<file path="src/rtl/dlx_pkg.sv">
// Shared types and constants for the DLX pipeline control slice.
// Imported by the hazard controller and its forwarding sub-unit.
package dlx_pkg;

    typedef enum logic [1:0] {
        FWD_RF    = 2'b00,
        FWD_EXMEM = 2'b01,
        FWD_MEMWB = 2'b10
    } fwd_sel_t;

    typedef enum logic {
        RUN      = 1'b0,
        MEM_WAIT = 1'b1
    } ctrl_state_t;

    localparam int REG_ZERO = 0;

endpackage

</file>
<file path="src/rtl/dlx_pipe_ctrl_fwd.sv">
// Operand forwarding select for one EX source, computed while the
// instruction is still in ID from the EX/MEM shadow destination info.
module dlx_fwd_unit
    import dlx_pkg::*;
#(
    parameter int REG_W = 5
) (
    input  logic [REG_W-1:0] src_i,
    input  logic             used_i,
    input  logic             ex_valid_i,
    input  logic             ex_wr_i,
    input  logic             ex_load_i,
    input  logic [REG_W-1:0] ex_rd_i,
    input  logic             mem_valid_i,
    input  logic             mem_wr_i,
    input  logic [REG_W-1:0] mem_rd_i,
    output fwd_sel_t         sel_o
);

    logic ex_hit;
    logic mem_hit;

    // A load still in EX cannot forward from EX/MEM; load-use stalls it.
    assign ex_hit = ex_valid_i & ex_wr_i & ~ex_load_i
                  & (ex_rd_i != REG_W'(REG_ZERO))
                  & (ex_rd_i == src_i);

    assign mem_hit = mem_valid_i & mem_wr_i
                   & (mem_rd_i != REG_W'(REG_ZERO))
                   & (mem_rd_i == src_i);

    always_comb begin
        sel_o = FWD_RF;
        if (used_i) begin
            if (ex_hit) begin
                sel_o = FWD_EXMEM;
            end else if (mem_hit) begin
                sel_o = FWD_MEMWB;
            end
        end
    end

endmodule

</file>
<file path="src/rtl/dlx_pipe_ctrl.sv">
// DLX 5-stage hazard/sequencing controller: stalls, flushes, freezes
// and registered forwarding selects from a shadow of EX/MEM dest info.
module dlx_pipe_ctrl
    import dlx_pkg::*;
#(
    parameter int REG_W  = 5,
    parameter int PERF_W = 16
) (
    input  logic              clk,
    input  logic              reset_n,
    input  logic              id_valid,
    input  logic [REG_W-1:0]  id_rs1,
    input  logic [REG_W-1:0]  id_rs2,
    input  logic              id_rs1_used,
    input  logic              id_rs2_used,
    input  logic [REG_W-1:0]  id_rd,
    input  logic              id_reg_write,
    input  logic              id_load,
    input  logic              id_store,
    input  logic              id_jump,
    input  logic              ex_branch_taken,
    input  logic              dmem_ready,
    output logic              pc_write,
    output logic              ifid_write,
    output logic              ifid_flush,
    output logic              idex_write,
    output logic              idex_bubble,
    output logic              exmem_write,
    output logic              memwb_bubble,
    output logic [1:0]        fwd_a,
    output logic [1:0]        fwd_b,
    output logic [PERF_W-1:0] stall_cycles
);

    logic             ex_valid_q, ex_wr_q, ex_load_q, ex_mem_q;
    logic [REG_W-1:0] ex_rd_q;
    logic             mem_valid_q, mem_wr_q, mem_mem_q;
    logic [REG_W-1:0] mem_rd_q;

    ctrl_state_t       state_q, state_d;
    fwd_sel_t          fwd_a_q, fwd_b_q;
    fwd_sel_t          sel_a, sel_b;
    logic [PERF_W-1:0] stall_q;

    logic freeze, branch, load_use, jump;
    logic rs1_hit, rs2_hit;

    assign freeze = mem_valid_q & mem_mem_q & ~dmem_ready;
    assign branch = ex_valid_q & ex_branch_taken;
    assign jump   = id_valid & id_jump;

    assign rs1_hit = id_rs1_used & (id_rs1 == ex_rd_q);
    assign rs2_hit = id_rs2_used & (id_rs2 == ex_rd_q);

    assign load_use = ex_valid_q & ex_load_q
                    & (ex_rd_q != REG_W'(REG_ZERO))
                    & (rs1_hit | rs2_hit);

    dlx_fwd_unit #(.REG_W(REG_W)) u_fwd_a (
        .src_i       (id_rs1),
        .used_i      (id_rs1_used),
        .ex_valid_i  (ex_valid_q),
        .ex_wr_i     (ex_wr_q),
        .ex_load_i   (ex_load_q),
        .ex_rd_i     (ex_rd_q),
        .mem_valid_i (mem_valid_q),
        .mem_wr_i    (mem_wr_q),
        .mem_rd_i    (mem_rd_q),
        .sel_o       (sel_a)
    );

    dlx_fwd_unit #(.REG_W(REG_W)) u_fwd_b (
        .src_i       (id_rs2),
        .used_i      (id_rs2_used),
        .ex_valid_i  (ex_valid_q),
        .ex_wr_i     (ex_wr_q),
        .ex_load_i   (ex_load_q),
        .ex_rd_i     (ex_rd_q),
        .mem_valid_i (mem_valid_q),
        .mem_wr_i    (mem_wr_q),
        .mem_rd_i    (mem_rd_q),
        .sel_o       (sel_b)
    );

    always_comb begin
        state_d = state_q;
        unique case (state_q)
            RUN:      if (freeze) state_d = MEM_WAIT;
            MEM_WAIT: if (dmem_ready) state_d = RUN;
            default:  state_d = RUN;
        endcase
    end

    always_comb begin
        pc_write     = 1'b1;
        ifid_write   = 1'b1;
        ifid_flush   = 1'b0;
        idex_write   = 1'b1;
        idex_bubble  = 1'b0;
        exmem_write  = 1'b1;
        memwb_bubble = 1'b0;
        if (!reset_n) begin
            pc_write    = 1'b0;
            ifid_write  = 1'b0;
            ifid_flush  = 1'b1;
            idex_bubble = 1'b1;
        end else if (freeze) begin
            pc_write     = 1'b0;
            ifid_write   = 1'b0;
            idex_write   = 1'b0;
            exmem_write  = 1'b0;
            memwb_bubble = 1'b1;
        end else if (branch) begin
            ifid_flush  = 1'b1;
            idex_bubble = 1'b1;
        end else if (load_use) begin
            pc_write    = 1'b0;
            ifid_write  = 1'b0;
            idex_bubble = 1'b1;
        end else if (jump) begin
            ifid_flush = 1'b1;
        end
    end

    always_ff @(posedge clk or negedge reset_n) begin
        if (!reset_n) begin
            state_q     <= RUN;
            ex_valid_q  <= 1'b0;
            ex_wr_q     <= 1'b0;
            ex_load_q   <= 1'b0;
            ex_mem_q    <= 1'b0;
            ex_rd_q     <= '0;
            mem_valid_q <= 1'b0;
            mem_wr_q    <= 1'b0;
            mem_mem_q   <= 1'b0;
            mem_rd_q    <= '0;
            fwd_a_q     <= FWD_RF;
            fwd_b_q     <= FWD_RF;
            stall_q     <= '0;
        end else begin
            state_q <= state_d;
            if (!pc_write) begin
                stall_q <= stall_q + 1'b1;
            end
            if (!freeze) begin
                mem_valid_q <= ex_valid_q;
                mem_wr_q    <= ex_wr_q;
                mem_mem_q   <= ex_mem_q;
                mem_rd_q    <= ex_rd_q;
                if (idex_bubble || !id_valid) begin
                    ex_valid_q <= 1'b0;
                    ex_wr_q    <= 1'b0;
                    ex_load_q  <= 1'b0;
                    ex_mem_q   <= 1'b0;
                    ex_rd_q    <= '0;
                    fwd_a_q    <= FWD_RF;
                    fwd_b_q    <= FWD_RF;
                end else begin
                    ex_valid_q <= 1'b1;
                    ex_wr_q    <= id_reg_write;
                    ex_load_q  <= id_load;
                    ex_mem_q   <= id_load | id_store;
                    ex_rd_q    <= id_rd;
                    fwd_a_q    <= sel_a;
                    fwd_b_q    <= sel_b;
                end
            end
        end
    end

    assign fwd_a        = fwd_a_q;
    assign fwd_b        = fwd_b_q;
    assign stall_cycles = stall_q;

endmodule

</file>
<file path="config.mk">
export PLATFORM = sky130hd
export DESIGN_NAME = dlx_pipe_ctrl
export DESIGN_NICKNAME = d
export VERILOG_FILES = /design/src/rtl/dlx_pkg.sv /design/src/rtl/dlx_pipe_ctrl_fwd.sv /design/src/rtl/dlx_pipe_ctrl.sv
export SDC_FILE = /design/constraint.sdc
export NUM_CORES = 1
export LEC_CHECK = 0
export BUFFER_PORTS_ARGS = -buffer_cell sky130_fd_sc_hd__buf_2
export CAP_MARGIN = 20
export CORE_ASPECT_RATIO = 0.8
export CORE_MARGIN = 2
export CORE_UTILIZATION = 35
export DETAILED_ROUTE_END_ITERATION = 10
export GPL_TIMING_DRIVEN = 0
export PLACE_DENSITY_LB_ADDON = 0.25
export REMOVE_ABC_BUFFERS = 1
export SKIP_CTS_REPAIR_TIMING = 1
export SKIP_LAST_GASP = 1
export SLEW_MARGIN = 30
export SYNTH_ARGS = -nofsm -noshare
export SYNTH_HDL_FRONTEND = slang
export SYNTH_HIERARCHICAL = 1
export SYNTH_SLANG_ARGS = --single-unit
</file>
<file path="constraint.sdc">
create_clock -name clk -period 5.59 [get_ports clk]
set_clock_uncertainty 0.1 [all_clocks]
set_input_delay 0.8385 -clock clk [delete_from_list [all_inputs] [get_ports clk]]
set_output_delay 0.8385 -clock clk [all_outputs]
set_load 0.1 [all_outputs]
</file>
# Yosys cells after proc, flatten, opt, wreduce, memory -nomap -nowiden
# Cells that the tools add are included.
[word_totals]
reg_bits = 37
inputBits = 26
[op_classes]
muxes = 30
n_addsub = 1
n_bitwise = 22
n_reduce_logical = 4
eq_ne = 6
[op_table]
columns = ["op", "n"]
rows = [
  ["5-bit == test", 6],
  ["1-bit two-way mux", 21],
  ["1-bit bitwise AND", 18],
  ["16-bit by 1-bit adder with 16-bit output (second input constant)", 1],
  ["2-bit two-way mux", 8],
  ["5-bit nonzero test", 2],
  ["5-bit two-way mux", 1],
  ["1-bit inverter", 2],
  ["1-bit bitwise OR", 2],
  ["1-bit logical NOT", 1],
  ["1-bit logical OR", 1],
]

# Logic depth before layout (Yosys ltp)
[depth]
depth_word = 10
ltp_mapped = 7
mapped_depth_nobuf = 6

# Modules after synthesis
# Netlist, hierarchy kept.
[modules_own_cells]
columns = ["module", "area_each_um2", "seq_area_each_um2", "n_inst", "cells_each"]
rows = [
  ["dlx_pipe_ctrl", 1721.7, 925.9, 1, 144],
  ["dlx_fwd_unit", 160.2, 0.0, 2, 21],
]

# Least setup slack after synthesis
# Ideal clock, no wire load.
[synth_timing]
path_kind = "input port to output port"
start = "input port id_rs1[1]"
end = "output port idex_bubble"
cell_stages = 6
arrival_time_ns = 3.667
slack_ns = 0.984
n_path_buf = 0
cell_sequence = "xnor2_1 nand4_1 o22ai_1 and2_4 a21oi_1 o21ai_0"
[synth_via]
elab_chain_len = 8
[synth_lines]
columns = ["item", "line", "text"]
rows = [
  ["start, declared", "dlx_pipe_ctrl.sv:12", "input logic [REG_W-1:0] id_rs1,"],
  ["5-bit == test", "dlx_pipe_ctrl.sv:52", "assign rs1_hit = id_rs1_used & (id_rs1 == ex_rd_q);"],
  ["1-bit bitwise AND", "dlx_pipe_ctrl.sv:52", ""],
  ["1-bit bitwise OR", "dlx_pipe_ctrl.sv:57", "& (rs1_hit | rs2_hit);"],
  ["1-bit bitwise AND", "dlx_pipe_ctrl.sv:57", ""],
  ["1-bit two-way mux", "dlx_pipe_ctrl.sv:116", "end else if (load_use) begin"],
  ["1-bit two-way mux", "dlx_pipe_ctrl.sv:113", "end else if (branch) begin"],
  ["1-bit two-way mux", "dlx_pipe_ctrl.sv:107", "end else if (freeze) begin"],
  ["1-bit two-way mux", "dlx_pipe_ctrl.sv:102", "if (!reset_n) begin"],
  ["end, declared", "dlx_pipe_ctrl.sv:27", "output logic idex_bubble,"],
]
# Every way passes these cells.

# Worst setup path in the final report
[layout_timing]
start = "input port reset_n"
end = "output port pc_write"
[layout_via]
elab_chain_len = 1
[layout_lines]
columns = ["item", "line", "text"]
rows = [
  ["start, declared", "dlx_pipe_ctrl.sv:10", "input logic reset_n,"],
  ["1-bit two-way mux", "dlx_pipe_ctrl.sv:102", ""],
  ["end, declared", "dlx_pipe_ctrl.sv:23", "output logic pc_write,"],
]
# Every way passes these cells.

==> flow_metrics.tcl <==
set metrics [dict create \
    status "finished, final reports clean" \
    ys_seq_elements 37 \
    placementRows 24 \
    fin_crit_sh_pct 68.5 \
    synth_ff_type "dfrtp_1" \
    numCtsBuffers 5 \
    htree_num_levels 2 \
    cts_max_path_buffers 2 \
    max_slew_margin_pct 43.2 \
    swShare_pct 48.4 \
    hpwl_um 3230 \
    slew_viol_final 0 \
    grt_max_degree 42 \
    nets 267 \
    crit_fanout 41 \
    fmax_mhz 261 \
    antenna_cells 0 \
    vias 1506 \
    min_path_type "register to register" \
    grt_use_total_pct 14.8 \
    pwr-share-comb_pct 43.3 \
    initial_core_util_pct 37.0 \
    end_kind "primary output" \
    syn_avg_cell_area_um2 11.0 \
    area_growth_pct 23.0 \
    yosys.area.top_type "dfrtp_1" \
    worstRegToRegCells 4 \
    final_util_pct 45.5 \
    finalHoldViolCount 0 \
    cts.sinks 37 \
    switchingPower_mw 0.550 \
    fp.dieW_um 89.4 \
    p_clk_share_pct 23.9 \
    drt_iter0_markers 65 \
    netlist_top_cells_area "dfrtp_1 45%, xnor2_1 12%, xor2_1 5.6%" \
    routedWlPerCell_um 13.3 \
    async_flop_share_pct 100 \
    gp_congestion 0.849 \
    wl_um 4240 \
    drc 0 \
    synthCells 186 \
    portBuffers 52 \
    postLayoutSetupSlackWorst_ns 1.76 \
    hp-start "stall_cycles[15]$_DFFE_PN0N_" \
    maxCapViolCount 0 \
    rr_endpoint "stall_cycles[1]$_DFFE_PN0N_" \
    ys.warnings.count 6 \
    leakage_nw 1.09 \
    crit_type "input pin to primary output" \
    drive_above_1_share_pct 35.7 \
    setup_viol 0 \
    num_io_pins 53 \
    clk_pin_slew_ns 0.07 \
    clock_latency_ns 0.28 \
    synth-edff-count 0 \
    rrSetupSlack_ns 2.94 \
    peakVddDrop_mv 0.398 \
    synth.top_cell.area_share_pct 45.3 \
    viasPerCell 4.72 \
    cp.required_ns 4.65 \
    drtAntennaViolNets 0 \
    fin_setup_tns_ns 0 \
    final.min_clock_period_ns 3.83 \
    synth_cell_types 38 \
    gr-total-overflow 0 \
    whs_path_depth 1 \
    seqPwrFrac_pct 32.8 \
    grt_pass1_wl_um 7380 \
    cts_tree "done" \
    first_pass_iters 4 \
    tightest_slew_ns 0.850 \
    design.die.area_um2 6470 \
    cts-root-buf "clkbuf_8" \
    start_kind "input pin" \
    whs_endpoint "stall_cycles[15]$_DFFE_PN0N_" \
    r2r_start "ex_rd_q[1]$_DFFE_PN0N_" \
    crit_arrival_ns 2.89 \
    p_int_mw 0.587 \
    syn_area_um2 2040 \
    grt_pass1_vias 1472 \
    synth_seq_area_share_pct 45.3 \
    antenna_found_initial 0 \
    grt_setup_unrepaired "false" \
    place_worst_setup_slack_ns 1.29 \
    die_y_um 72.3 \
    p_per_area_nw_per_um2 453 \
    core-area_um2 5530 \
]
-- layer usage --
layer | GRT usage (%) | routed length [um] | part of all wire, %
met2 | 19.7 | 1710 | 40
met5 | 0 | 0 | 0
met4 | 4.98 | 48 | 1.1
met3 | 3.41 | 175 | 4.1
met1 | 23.2 | 2310 | 55
-- through the flow --
step	hold WS (ns)	std cells	total power [mW]	instance area, um^2
finish	0.369	319	1.14	2510
detailed placement	0.361	311	0.873	2380
global placement	0.352	310	0.869	2360
floorplan	0.340	180	0.776	2000
global route	0.402	319	1.20	2510
CTS	0.371	319	1.15	2510
-- how the worst max path moves through the flow --
stage / from / slack, ns / cells past startpoint / to
final: reset_n / 1.76 / 4 / pc_write
after global routing: reset_n / 1.52 / 4 / ifid_write
after CTS: reset_n / 1.28 / 4 / pc_write
after detailed placement: reset_n / 1.29 / 4 / pc_write
after global placement: reset_n / 1.28 / 4 / pc_write
after floorplan: dmem_ready / 0.43 / 3 / memwb_bubble
-- cell usage in the layout (no fill, tap or decap), types with 4 or more instances in the layout --
master	n
a22o_1	7
a22o_2	5
buf_2	51
clkbuf_8	5
dfrtp_1	37
inv_1	4
mux2_2	7
nand2_1	11
nand3_1	9
nand4_1	5
nor2_1	5
nor3_1	7
nor4_1	7
or2_2	4
xnor2_1	28
xor2_1	13
-- worst max-delay path: stages --
cell     delay (ns)
buf_4          0.41
o21ai_0        0.32
a31oi_2        0.75
buf_2          0.56
-- flip-flops by register name (all words and copies together), names as in the netlist --
| signal | cells |
|---|---|
| stall_cycles | 16 |
| ex_rd_q | 5 |
| mem_rd_q | 5 |
| fwd_a | 2 |
| fwd_b | 2 |
| ex_load_q | 1 |
| ex_mem_q | 1 |
| ex_valid_q | 1 |
| ex_wr_q | 1 |
| mem_mem_q | 1 |
| mem_valid_q | 1 |
| mem_wr_q | 1 |
-- Yosys cell counts (2+ instances only) --
| cell | n |
|---|---|
| nor3_1 | 7 |
| nor4_1 | 7 |
| or2_2 | 4 |
| and2_1 | 2 |
| a22o_2 | 5 |
| nand4b_1 | 2 |
| o21ai_0 | 2 |
| xor2_1 | 13 |
| xnor2_1 | 28 |
| inv_1 | 4 |
| and2_2 | 2 |
| mux2_2 | 7 |
| dfrtp_1 | 37 |
| buf_4 | 3 |
| clkbuf_1 | 2 |
| nor4b_1 | 2 |
| nor2_1 | 6 |
| a21oi_1 | 2 |
| nand2_1 | 11 |
| nand3_1 | 9 |
| nand4_1 | 5 |
| o2111ai_1 | 2 |
| a22o_1 | 7 |
| o41ai_2 | 2 |
| a211oi_1 | 2 |
-- power by group through the flow --
stage	combinational, mW	clock, mW	sequential (mW)
after global routing	0.520	0.293	0.385
after detailed placement	0.494	0	0.379
after global placement	0.491	0	0.378
after CTS	0.495	0.280	0.374
after floorplan	0.118	0	0.659
final	0.492	0.272	0.373
-- final cells by class --
class / instances / area, um^2
inverter: 4 / 15.0
timing repair buffer: 53 / 278
clock inverter: 3 / 65.1
multi-input combinational: 139 / 1060
sequential: 37 / 926
clock buffer: 5 / 68.8
fill: 555 / 3010
tap: 78 / 97.6
-- logic make-up after synthesis --
family,Yosys count,synth area share (%)
flip-flops,37,45.3
multiplexers,7,3.86
AO/OA/AOI/OAI,29,13.5
adder cells (fa/ha/maj),1,0.613
buffers and inverters,10,2.76
XOR/XNOR,41,17.6
AND/OR/NAND/NOR,61,16.4
Power figures use the tool's default switching activity.
